`config.mk`:
```
export PLATFORM = sky130hd
export DESIGN_NAME = kp_emulator
export DESIGN_NICKNAME = d
export VERILOG_FILES = /design/src/rtl/kp_pkg.sv /design/src/rtl/kp_bounce_lfsr.sv /design/src/rtl/kp_emulator.sv
export SDC_FILE = /design/constraint.sdc
export NUM_CORES = 1
export LEC_CHECK = 0
export ABC_AREA = 1
export CAP_MARGIN = 5
export CORE_ASPECT_RATIO = 0.9
export CORE_MARGIN = 4
export CORE_UTILIZATION = 35
export CTS_CLUSTER_DIAMETER = 200
export CTS_CLUSTER_SIZE = 8
export DETAILED_ROUTE_END_ITERATION = 10
export GPL_TIMING_DRIVEN = 0
export PLACE_DENSITY = 0.61
export SLEW_MARGIN = 20
export SYNTH_ARGS = -nofsm -noshare
export SYNTH_HDL_FRONTEND = slang
export SYNTH_HIERARCHICAL = 1
export SYNTH_SLANG_ARGS = --single-unit
```
`constraint.sdc`:
```
create_clock -name CLK -period 2.49 [get_ports CLK]
set_input_delay 0.498 -clock CLK [delete_from_list [all_inputs] [get_ports CLK]]
set_output_delay 0.498 -clock CLK [all_outputs]
set_load 0.02 [all_outputs]
```
`src/rtl/kp_pkg.sv`:
```
// Shared definitions for the keypad emulator: FSM states, key codes
// and the chatter LFSR step function.
package kp_pkg;

    typedef enum logic [2:0] {
        IDLE    = 3'd0,
        BNC_IN  = 3'd1,
        HOLD    = 3'd2,
        BNC_OUT = 3'd3,
        GAP     = 3'd4
    } kp_state_e;

    localparam int CNT_W = 16;

    // Key code = {row index, column index}; rows 1..4, columns 5..8.
    localparam logic [3:0] KEY_1   = 4'b0000;
    localparam logic [3:0] KEY_2   = 4'b0001;
    localparam logic [3:0] KEY_3   = 4'b0010;
    localparam logic [3:0] KEY_UP  = 4'b0011;
    localparam logic [3:0] KEY_4   = 4'b0100;
    localparam logic [3:0] KEY_5   = 4'b0101;
    localparam logic [3:0] KEY_6   = 4'b0110;
    localparam logic [3:0] KEY_DN  = 4'b0111;
    localparam logic [3:0] KEY_7   = 4'b1000;
    localparam logic [3:0] KEY_8   = 4'b1001;
    localparam logic [3:0] KEY_9   = 4'b1010;
    localparam logic [3:0] KEY_SEC = 4'b1011;
    localparam logic [3:0] KEY_CLR = 4'b1100;
    localparam logic [3:0] KEY_0   = 4'b1101;
    localparam logic [3:0] KEY_HEL = 4'b1110;
    localparam logic [3:0] KEY_ENT = 4'b1111;

    // Fibonacci LFSR, taps 8,6,5,4, shifting towards the MSB.
    function automatic logic [7:0] lfsr_step(input logic [7:0] s);
        return {s[6:0], s[7] ^ s[5] ^ s[4] ^ s[3]};
    endfunction

endpackage

```
`src/rtl/kp_bounce_lfsr.sv`:
```
// Chatter source for the bounce phases: an 8-bit LFSR that only moves
// while enabled, exposing bit0 of the value it will hold next cycle.
module kp_bounce_lfsr
    import kp_pkg::*;
(
    input  logic       CLK,
    input  logic       RESET,
    input  logic       en_i,
    input  logic [7:0] seed_i,
    output logic       chatter_o
);

    logic [7:0] lfsr_q;
    logic [7:0] lfsr_d;

    always_comb begin
        lfsr_d = en_i ? lfsr_step(lfsr_q) : lfsr_q;
    end

    always_ff @(posedge CLK) begin
        if (!RESET) begin
            lfsr_q <= seed_i;
        end else begin
            lfsr_q <= lfsr_d;
        end
    end

    // The contact register loads alongside the LFSR, so it needs the next value.
    assign chatter_o = lfsr_d[0];

endmodule

```
`src/rtl/kp_emulator.sv`:
```
// Keypad contact emulator: closes one row/column crosspoint of a 4x4
// matrix for a timed press with optional contact chatter on each edge.
module kp_emulator
    import kp_pkg::*;
#(
    parameter int         BOUNCE_CYC = 3,
    parameter int         HOLD_CYC   = 20,
    parameter int         GAP_CYC    = 10,
    parameter logic [7:0] LFSR_SEED  = 8'hA5
) (
    input  logic       CLK,
    input  logic       RESET,
    input  logic [3:0] KEY_CODE,
    input  logic       KEY_VALID,
    output logic       KEY_READY,
    input  logic [3:0] K_O,
    output logic [3:0] K_I,
    output logic       PRESSED,
    output logic       DONE
);

    localparam logic [CNT_W-1:0] BNC_LOAD  = (BOUNCE_CYC > 0) ? CNT_W'(BOUNCE_CYC - 1) : '0;
    localparam logic [CNT_W-1:0] HOLD_LOAD = CNT_W'(HOLD_CYC - 1);
    localparam logic [CNT_W-1:0] GAP_LOAD  = CNT_W'(GAP_CYC - 1);

    kp_state_e        state_q, state_d;
    logic [CNT_W-1:0] cnt_q, cnt_d;
    logic [3:0]       key_q, key_d;
    logic             pressed_q, pressed_d;
    logic             last;
    logic             done;
    logic             lfsr_en;
    logic             chatter;

    assign lfsr_en = (state_q == BNC_IN) || (state_q == BNC_OUT);

    kp_bounce_lfsr u_lfsr (
        .CLK       (CLK),
        .RESET     (RESET),
        .en_i      (lfsr_en),
        .seed_i    (LFSR_SEED),
        .chatter_o (chatter)
    );

    // The counter holds the cycles remaining in the current phase; zero marks the last one.
    always_comb begin
        state_d = state_q;
        cnt_d   = cnt_q;
        key_d   = key_q;
        done    = 1'b0;
        last    = (cnt_q == '0);
        unique case (state_q)
            IDLE: begin
                if (KEY_VALID) begin
                    key_d = KEY_CODE;
                    if (BOUNCE_CYC == 0) begin
                        state_d = HOLD;
                        cnt_d   = HOLD_LOAD;
                    end else begin
                        state_d = BNC_IN;
                        cnt_d   = BNC_LOAD;
                    end
                end
            end
            BNC_IN: begin
                if (last) begin
                    state_d = HOLD;
                    cnt_d   = HOLD_LOAD;
                end else begin
                    cnt_d = cnt_q - 1'b1;
                end
            end
            HOLD: begin
                if (last) begin
                    if (BOUNCE_CYC == 0) begin
                        state_d = GAP;
                        cnt_d   = GAP_LOAD;
                    end else begin
                        state_d = BNC_OUT;
                        cnt_d   = BNC_LOAD;
                    end
                end else begin
                    cnt_d = cnt_q - 1'b1;
                end
            end
            BNC_OUT: begin
                if (last) begin
                    state_d = GAP;
                    cnt_d   = GAP_LOAD;
                end else begin
                    cnt_d = cnt_q - 1'b1;
                end
            end
            GAP: begin
                if (last) begin
                    state_d = IDLE;
                    cnt_d   = '0;
                    done    = RESET;
                end else begin
                    cnt_d = cnt_q - 1'b1;
                end
            end
            default: state_d = IDLE;
        endcase

        // Contact level for the coming cycle; bounce phases settle on their final level.
        pressed_d = 1'b0;
        case (state_d)
            BNC_IN:  pressed_d = (cnt_d == '0) ? 1'b1 : chatter;
            HOLD:    pressed_d = 1'b1;
            BNC_OUT: pressed_d = (cnt_d == '0) ? 1'b0 : chatter;
            default: pressed_d = 1'b0;
        endcase
    end

    always_ff @(posedge CLK) begin
        if (!RESET) begin
            state_q   <= IDLE;
            cnt_q     <= '0;
            key_q     <= '0;
            pressed_q <= 1'b0;
        end else begin
            state_q   <= state_d;
            cnt_q     <= cnt_d;
            key_q     <= key_d;
            pressed_q <= pressed_d;
        end
    end

    // Only the latched column can be pulled low, and only through its own row.
    always_comb begin
        K_I             = 4'hF;
        K_I[key_q[1:0]] = ~pressed_q | K_O[key_q[3:2]];
    end

    assign KEY_READY = (state_q == IDLE);
    assign PRESSED   = pressed_q;
    assign DONE      = done;

endmodule
```
==> results.yml <==
yosys:
  synth-seq-cells: 32
  synth-seq-area-share: 0.333
  syn_avg_cell_area_um2: 6.35
  syn_inst: 336
  ys_types: 30
  ys.warnings.count: 6
  synthesis.area_um2: 2130
clock_network:
  path_clk_slew_ps: 70
  cts_tree: "done"
  clock_path_buffers: 2
  cts-root-buf: "clkbuf_8"
  numCtsBuffers: 5
  postCtsHoldBufs: 0
  htree_num_levels: 2
  clock_latency_ps: 280
  cts_setup_buffers: 0
  cts_sinks: 32
global_routing:
  grt_max_degree: 11
  grt_pass1_vias: 1862
  grt_usage: 0.141
  grt-ovfl-total: 0
  grt_pass1_wl_um: 8420
  antenna_found_initial: 0
critical_path:
  cp_top_family: "simple AND/OR/NAND/NOR gates"
  crit_arrival_ps: 1830
  critical_path.startpoint_type: "flop"
  worstSetupPathType: "flop to output pin"
  critPathRequiredTime_ps: 1990
  crit_chain: "inv_1 -> ha_1 -> nand3_1 -> nor2_4 -> nand2_4 -> nor4_1 -> dlygate4sd1_1"
  path_buf_inv: 2
  cp_slowest_cell: "dlygate4sd1_1"
  max_stage_delay_ps: 350
  cp-end-kind: "output pin"
  cp_max_fo: 9
place:
  io_buffers: 17
  place.gp.congestion: 0.825
  dpl_cell_area_um2: 2410
  dpl.hpwl_um: 3920
  place_ws_ps: -166
cells_and_area:
  nNetsFinal: 379
  post-route-util: 0.428
  postLayoutCellArea_um2: 2480
  final_cell_mix: "nand2_1, inv_1, nor2_1, dfxtp_1, nand3_1"
  layout-drive-gt1-share: 0.114
  diodes: 0
  syn_to_final_growth_pct: 16.4
  final_common_cell: "nand2_1"
timing:
  worst_pin_slew_ps: 553
  rsz0062_at_grt: "no"
  slew_headroom: 0.630
  worst_slack_ps: 166
  tns_ps: 0
  finalHoldViolations: 0
  finalMaxSlewViolations: 0
  fmax_mhz: 430
  layout_min_cycle_time_ps: 2320
  finClkSkew_ps: 11.6
  fin_crit_sh: 0.933
  finalSetupViolCount: 0
route:
  vias_per_cell: 4.67
  post-route-drc-count: 0
  drt_iter0_markers: 126
  final_antenna_net_count: 0
  first_pass_iters: 5
  post_drt_wl_per_cell_um: 11.5
  vias: 2039
  wl_um: 5020
floorplanning:
  io_pins: 18
  rows: 26
  die_w_um: 90.3
  die_area_um2: 7410
  die_h_um: 82.0
  initial_core_util: 0.368
  core_um2: 5790
status:
  status: "finished clean"
flow_run:
  maxCapViolCount: 0
worst_hold_path:
  holdCritPathClass: "flop to flop"
[cells in the mapped netlist (all sizes together)]
cell type,n,area [um^2]
xor2,3,26.3
xnor2,1,8.76
buf,3,23.8
nor2,51,245
nor3,1,5.00
nand3b,1,7.51
dfxtp,25,500
inv,44,165
conb,2,7.51
edfxtp,7,210
a21oi,22,110
o211ai,2,15.0
nor4,1,6.26
nand3,30,175
or2,1,6.26
clkbuf,2,7.51
a211oi,1,7.51
ha,2,25.0
o21ai,19,98.9
nand2,118,480
[cells by family (layout without fill, tap and decap cells)]
kind of cell / after synthesis / after routing / synth area share
AND/OR/NAND/NOR: 203 / 203 / 0.434
buffers and inverters: 49 / 74 / 0.0921
AO/OA/AOI/OAI: 44 / 44 / 0.109
flip-flops: 32 / 32 / 0.333
XOR/XNOR: 4 / 4 / 0.0164
adder cells (fa/ha/maj): 2 / 2 / 0.0117
other: 2 / 8 / 0.00352
[stage by stage]
stage	hold slack, ps	cells
2_1_floorplan	440	342
3_3_place_gp	458	429
3_5_place_dp	462	429
4_1_cts	472	437
5_1_grt	495	437
6_report	473	437
[worst register-to-register path, delay by kind of cell, from the launching register on]
| family | cells | cell delay [ps] |
|---|---|---|
| flops | 1 | 330 |
| buf+inv | 3 | 290 |
| compound gates | 2 | 200 |
| simple gates | 10 | 1040 |
| fa+ha+maj | 1 | 190 |
[state kept, by name, summed over array words and instances, names as in the netlist]
name,cells
u_lfsr/lfsr_q,8
PRESSED,1
cnt_q,16
key_q,4
state_q,3
[worst paths after layout]
kind              slack [ps]  startpoint  depth (start not counted)       end
setup / recovery         170    cnt_q[1]                          7      DONE
hold / removal           470    key_q[0]                          2  key_q[0]
setup reg to reg         290    cnt_q[1]                         16   PRESSED
hold reg to reg          470    key_q[0]                          2  key_q[0]
[repair_timing]
| item | CTS | global route |
|---|---|---|
| gates resized for setup | 5 | 10 |
| setup endpoints to repair | 5 | 5 |
| pin swaps | 0 | 2 |
[per-layer routing]
| layer | global-route usage | routed length [um] |
|---|---|---|
| met3 | 0.0275 | 124 |
| met5 | 0 | 0 |
| met1 | 0.195 | 2630 |
| met2 | 0.229 | 2230 |
| met4 | 0.0321 | 34 |
[final cells by class]
type	instances	area, um^2
Inverter	44	165
Buffer	5	31.3
Clock buffer	8	90.1
Timing Repair Buffer	17	149
Fill cell	626	3310
Tap cell	70	87.6
Multi-Input combinational cell	261	1250
Sequential cell	32	711
Power is not shown: default switching activity piles up to over one toggle a cycle in this logic, so the estimate is an artifact.
